**config.mk**
```make
export PLATFORM = sky130hd
export DESIGN_NAME = freq_sweep_controller
export DESIGN_NICKNAME = d
export VERILOG_FILES = /design/src/rtl/freq_sweep_controller.sv
export SDC_FILE = /design/constraint.sdc
export NUM_CORES = 1
export LEC_CHECK = 0
export BUFFER_PORTS_ARGS = -buffer_cell sky130_fd_sc_hd__buf_2
export CORE_MARGIN = 2
export CORE_UTILIZATION = 40
export CTS_BUF_LIST = sky130_fd_sc_hd__clkbuf_8
export DETAILED_ROUTE_END_ITERATION = 8
export GPL_TIMING_DRIVEN = 0
export SKIP_LAST_GASP = 1
export SLEW_MARGIN = 20
export SYNTH_ARGS = -nofsm -noshare
export SYNTH_HDL_FRONTEND = slang
export SYNTH_SLANG_ARGS = --single-unit
```
**constraint.sdc**
```tcl
create_clock -name i_clk -period 9.85 [get_ports i_clk]
set_input_delay 0.985 -clock i_clk [delete_from_list [all_inputs] [get_ports i_clk]]
set_output_delay 0.985 -clock i_clk [all_outputs]
set_load 0.02 [all_outputs]
```
**src/rtl/freq_sweep_controller.sv**
```systemverilog
// -----------------------------------------------------------------------------
// freq_sweep_controller
//
// Programmable frequency-sweep sequencer feeding the i_freq_control input of
// complex_sinusoid_ddfs. Steps a phase increment from a start word towards an
// inclusive stop word. Each value is held for a programmable number of dwell
// cycles. Runs single-shot or continuous (auto-restart), with hold and abort.
//
// Optional feature (compile-time macro FREQ_SWEEP_DOWN_EN):
//   When defined, adds i_dir. It is latched at start, and 1 selects a downward
//   sweep: next = current - step, valid while there is no borrow and
//   next >= stop. When undefined, sweeps are upward only.
//
// Ports:
//   i_clk           system clock, rising edge
//   i_rst_n         synchronous active-low reset
//   i_start         start pulse, honoured only in IDLE
//   i_stop          abort, honoured in RUN/HOLD; also vetoes a start in IDLE
//   i_hold          level; freezes the dwell count during a run
//   i_mode          0 = single-shot, 1 = continuous (latched at start)
//   i_dir           (FREQ_SWEEP_DOWN_EN only) 1 = downward (latched at start)
//   i_start_freq    first control word (latched at start)
//   i_stop_freq     inclusive sweep limit (latched at start)
//   i_step          increment per step (latched at start)
//   i_dwell         cycles per value, 0 treated as 1 (latched at start)
//   o_freq_control  control word to the DDFS
//   o_busy          high in RUN and HOLD
//   o_step_strobe   pulse in the first cycle of each new output value
//   o_wrap          pulse when continuous mode reloads the start word
//   o_done          pulse when a single-shot sweep completes normally
// -----------------------------------------------------------------------------
module freq_sweep_controller #(
    parameter int FREQ_W  = 32,
    parameter int DWELL_W = 16
) (
    input  logic              i_clk,
    input  logic              i_rst_n,
    input  logic              i_start,
    input  logic              i_stop,
    input  logic              i_hold,
    input  logic              i_mode,
`ifdef FREQ_SWEEP_DOWN_EN
    input  logic              i_dir,
`endif
    input  logic [FREQ_W-1:0]  i_start_freq,
    input  logic [FREQ_W-1:0]  i_stop_freq,
    input  logic [FREQ_W-1:0]  i_step,
    input  logic [DWELL_W-1:0] i_dwell,
    output logic [FREQ_W-1:0]  o_freq_control,
    output logic              o_busy,
    output logic              o_step_strobe,
    output logic              o_wrap,
    output logic              o_done
);

    typedef enum logic [1:0] {
        ST_IDLE,
        ST_RUN,
        ST_HOLD
    } state_t;

    state_t              state_q;
    logic [FREQ_W-1:0]   freq_q;
    logic                busy_q;
    logic                strobe_q;
    logic                wrap_q;
    logic                done_q;
    logic [DWELL_W-1:0]  cnt_q;

    // Configuration captured at start.
    logic                mode_q;
    logic [FREQ_W-1:0]   start_q;
    logic [FREQ_W-1:0]   limit_q;
    logic [FREQ_W-1:0]   step_q;
    logic [DWELL_W-1:0]  dwell_q;
`ifdef FREQ_SWEEP_DOWN_EN
    logic                dir_q;
`endif

    // Candidate for the next output value, and whether it may be used.
    logic [FREQ_W-1:0]   next_freq_d;
    logic                next_ok_d;

    // Counter reload value: the count runs reload..0, which gives max(d,1)
    // cycles per value.
    function automatic logic [DWELL_W-1:0] dwell_reload(input logic [DWELL_W-1:0] d);
        return (d == '0) ? '0 : d - DWELL_W'(1);
    endfunction

    // The extra top bit catches the carry (or borrow), so a wrapped sum is
    // never mistaken for a valid value below the limit.
    logic [FREQ_W:0] sum_up;
    assign sum_up = {1'b0, freq_q} + {1'b0, step_q};

`ifdef FREQ_SWEEP_DOWN_EN
    logic [FREQ_W:0] diff_dn;
    assign diff_dn = {1'b0, freq_q} - {1'b0, step_q};
`endif

    always_comb begin
        next_freq_d = sum_up[FREQ_W-1:0];
        next_ok_d   = !sum_up[FREQ_W] && (sum_up[FREQ_W-1:0] <= limit_q);
`ifdef FREQ_SWEEP_DOWN_EN
        if (dir_q) begin
            next_freq_d = diff_dn[FREQ_W-1:0];
            next_ok_d   = !diff_dn[FREQ_W] && (diff_dn[FREQ_W-1:0] >= limit_q);
        end
`endif
    end

    // NOTE: all state is updated with non-blocking assignments so every
    // register samples pre-edge values regardless of statement order.
    always_ff @(posedge i_clk) begin
        if (!i_rst_n) begin
            state_q  <= ST_IDLE;
            freq_q   <= '0;
            busy_q   <= 1'b0;
            strobe_q <= 1'b0;
            wrap_q   <= 1'b0;
            done_q   <= 1'b0;
            cnt_q    <= '0;
            mode_q   <= 1'b0;
            start_q  <= '0;
            limit_q  <= '0;
            step_q   <= '0;
            dwell_q  <= '0;
`ifdef FREQ_SWEEP_DOWN_EN
            dir_q    <= 1'b0;
`endif
        end else begin
            // NOTE: pulse outputs default low here so each is high for exactly
            // one cycle unless a branch below re-asserts it.
            strobe_q <= 1'b0;
            wrap_q   <= 1'b0;
            done_q   <= 1'b0;

            unique case (state_q)
                ST_IDLE: begin
                    // Stop vetoes a coincident start; o_freq_control holds.
                    if (i_start && !i_stop) begin
                        mode_q   <= i_mode;
                        start_q  <= i_start_freq;
                        limit_q  <= i_stop_freq;
                        step_q   <= i_step;
                        dwell_q  <= i_dwell;
`ifdef FREQ_SWEEP_DOWN_EN
                        dir_q    <= i_dir;
`endif
                        freq_q   <= i_start_freq;
                        strobe_q <= 1'b1;
                        busy_q   <= 1'b1;
                        cnt_q    <= dwell_reload(i_dwell);
                        state_q  <= ST_RUN;
                    end
                end

                ST_RUN, ST_HOLD: begin
                    if (i_stop) begin
                        // Abort beats everything, including expiry.
                        state_q <= ST_IDLE;
                        busy_q  <= 1'b0;
                    end else if (i_hold && (cnt_q != '0)) begin
                        // Freeze. An expiring count is not held off, so a
                        // hold never stretches the step due on this edge.
                        state_q <= ST_HOLD;
                    end else begin
                        // Leaving HOLD resumes counting on the release edge.
                        state_q <= ST_RUN;
                        if (cnt_q != '0) begin
                            cnt_q <= cnt_q - DWELL_W'(1);
                        end else if (next_ok_d) begin
                            freq_q   <= next_freq_d;
                            strobe_q <= 1'b1;
                            cnt_q    <= dwell_reload(dwell_q);
                        end else if (mode_q) begin
                            freq_q   <= start_q;
                            strobe_q <= 1'b1;
                            wrap_q   <= 1'b1;
                            cnt_q    <= dwell_reload(dwell_q);
                        end else begin
                            // Single-shot end: keep the last valid value.
                            state_q <= ST_IDLE;
                            busy_q  <= 1'b0;
                            done_q  <= 1'b1;
                        end
                    end
                end

                default: begin
                    state_q <= ST_IDLE;
                    busy_q  <= 1'b0;
                end
            endcase
        end
    end

    assign o_freq_control = freq_q;
    assign o_busy         = busy_q;
    assign o_step_strobe  = strobe_q;
    assign o_wrap         = wrap_q;
    assign o_done         = done_q;

endmodule

```
==> results.py <==
metrics = {
    "synth": {
        "yosysTopAreaCellShare_pct": 32.0,
        "yosys-top-cells-count": "nand2_1 (306), dfxtp_1 (167), a21boi_0 (119)",
        "synth_ff_type": "dfxtp_1",
        "synth_seq_cells": 167,
        "synth.distinct_cells": 82,
        "syn-cell-area_um2": 10400,
        "synthCells": 1292,
        "synth_edf_count": 0,
        "ys_warn_count": 0,
        "synthArstFlopShare_pct": 0,
        "post-synth-top-area-cell": "dfxtp_1",
        "avgSynthCellArea_um2": 8.08,
        "syn_nets": 1480,
        "synth.area.top_cells": "dfxtp_1 (32%), nand2_1 (11%), a21boi_0 (8.6%)",
        "seq_area_frac_synth_pct": 32.0,
        "synth.most_common_cell": "nand2_1",
    },
    "setup_path": {
        "crit_required_ns": 10.20,
        "start_kind": "register",
        "worstPathArrival_ns": 6.51,
        "path_max_fanout": 10,
        "critPathCaptureType": "register",
        "critPathKind": "register to register",
        "r2r_setup_slack_ns": 3.69,
    },
    "clocking": {
        "cts_repair_resize_count": 0,
        "clockRootBuffer": "clkbuf_8",
        "cts_setup_buffers": 0,
        "h-tree-depth": 4,
        "hold_buffers": 0,
        "cts.sinks": 167,
        "clk_pin_slew_worst_paths_ns": 0.09,
        "cts_tree": "yes",
        "ctsLongestPathBuffers": 2,
        "clk_latency_ns": 0.47,
        "cts_buffers": 17,
    },
    "route": {
        "dr.pass1.iters": 5,
        "postRouteAntennaNets": 0,
        "routedWlPerCell_um": 18.4,
        "drc": 0,
        "drt_iter0_drc": 724,
        "vias": 9837,
        "routed_wl_um": 33400,
        "vias_per_cell": 5.43,
    },
    "finish": {
        "finalCoreUtilization_pct": 46.5,
        "drive_gt1_share_pct": 16.8,
        "syn_to_final_growth_pct": 15.1,
        "layout.cells.non_filler": 1812,
        "fillers": 2650,
        "finalNetCount": 1652,
    },
    "sta": {
        "min_period_over_period_pct": 62.5,
        "drv_slew": 0,
        "skew_ns": 0.0220,
        "setup_violations": 0,
        "hold_viol_final": 0,
        "setup_tns_ns": 0,
        "fmax_mhz": 162,
        "slew-limit-headroom_pct": 39.2,
        "period_minus_slack_ns": 6.16,
        "rsz0062_at_grt": "no",
        "worst_pin_slew_ns": 0.912,
    },
    "floorplan": {
        "io_pins": 154,
        "placementRows": 59,
        "start_util_pct": 40.4,
        "die-width_um": 166,
        "die_area_um2": 27400,
        "placeableCoreArea_um2": 25800,
        "fp.dieH_um": 166,
    },
    "place": {
        "gp_congestion": 0.923,
        "hpwl_um": 25800,
        "dp.cells": 1780,
        "port_buffers": 153,
    },
    "global_routing": {
        "grt_max_degree": 17,
        "grt_antenna_before_repair": 2,
        "grt_overflow": 0,
        "grt_pass1_vias": 9224,
        "grt_pass1_wl_um": 50900,
        "grtUsageTotal_pct": 24.4,
    },
    "pwr": {
        "p_leak_nw": 5.07,
        "powerDensity_nw_per_um2": 201,
        "ir_drop_mv": 0.0983,
    },
    "min_path": {
        "min_path_type": "register to register",
    },
    "flow_run": {
        "timing.max_cap.violations": 0,
    },
    "status": {
        "status": "finished, final reports clean",
    },
}
[cell type report]
cell class                      instances  area (um2)  share of cell area (%)
Antenna cell                            1        2.50                  0.0208
Buffer                                 73         329                    2.74
Clock buffer                           19         262                    2.18
Clock inverter                         12         128                    1.06
Inverter                               55         206                    1.72
Multi-Input combinational cell        997        6560                    54.6
Sequential cell                       167        3340                    27.8
Tap cell                              335         419                    3.49
Timing Repair Buffer                  153         766                    6.37
[critical path, cell delays in order, from the launching register on]
cell	delay, ns
dfxtp_1	0.44
ha_1	0.23
inv_1	0.07
fa_1	0.39
nand2b_1	0.19
a21oi_2	0.28
o31ai_4	0.14
a41oi_4	0.39
a21boi_2	0.16
o41ai_1	0.57
xor2_1	0.32
ha_1	0.32
a21oi_1	0.15
nand2_1	0.07
a221oi_1	0.28
o41ai_1	0.16
o41ai_4	0.60
nand2_4	0.17
a21oi_4	0.28
nor2b_1	0.09
buf_2	0.23
buf_2	0.25
a32o_1	0.25
[metal layers]
metal,global-route usage (%),wire length [um]
met4,7.25,712
met3,3.62,1910
met2,41.4,15800
met1,32.1,15000
met5,0,16
[flip-flops by register name, summed over array words and instances, names as in the netlist]
| signal | cells |
|---|---|
| limit_q | 32 |
| o_freq_control | 32 |
| start_q | 32 |
| step_q | 32 |
| cnt_q | 16 |
| dwell_q | 16 |
| state_q | 2 |
| mode_q | 1 |
| o_busy | 1 |
| o_done | 1 |
| o_step_strobe | 1 |
| o_wrap | 1 |
[layout by cell type (no fill, tap or decap), types with 14 or more instances in the layout]
master	instances
nand2_1	306
dfxtp_1	167
buf_2	164
a21boi_0	119
ha_1	69
inv_1	54
clkbuf_1	52
nor2_1	47
a21oi_1	41
xnor2_1	41
nor3_1	28
xor2_1	26
or2_2	25
o21ai_0	23
a32o_1	23
mux2i_1	22
clkbuf_8	19
nand4_1	17
a21o_1	15
nand3_1	15
o211a_1	15
o22ai_1	14
a22oi_1	14
[per-stage QoR]
step / power (W) / cell area (um2) / setup slack, ns / hold WS, ns
5_1_grt: 0.00256 / 12000 / 3.39 / 0.482
4_1_cts: 0.00241 / 12000 / 3.77 / 0.469
3_5_place_dp: 0.00191 / 11600 / 3.82 / 0.457
3_3_place_gp: 0.00190 / 11600 / 3.81 / 0.449
2_1_floorplan: 0.00158 / 10400 / 4.85 / 0.426
6_report: 0.00241 / 12000 / 3.69 / 0.467
[worst paths after layout]
| check | start | endpoint | depth (start not counted) |
|---|---|---|---|
| setup / recovery | o_freq_control[0] | o_freq_control[0] | 22 |
| hold / removal | limit_q[4] | limit_q[4] | 2 |
| setup reg to reg | o_freq_control[0] | o_freq_control[0] | 22 |
| hold reg to reg | limit_q[4] | limit_q[4] | 2 |
[logic make-up (layout without fill, tap and decap cells)]
family,count (synthesis),count (layout),synth area share (%)
AOI/OAI and AO/OA,344,344,25.6
xor gates and xnor gates,67,67,5.62
adders and majority gates,70,70,8.46
buffers and inverters,128,312,5.13
DFF,167,167,32.0
muxes,24,24,2.33
other,0,1,0
and+or+nand+nor,492,492,20.8
[where the power goes]
| group | switching (W) | total (W) | internal (W) |
|---|---|---|---|
| Combinational | 0.000660 | 0.00108 | 0.000422 |
| Sequential | 0.0000709 | 0.000820 | 0.000749 |
| Clock | 0.000271 | 0.000507 | 0.000236 |
| Total | 0.00100 | 0.00241 | 0.00141 |
Note: power is estimated with default switching activity, not from simulation.
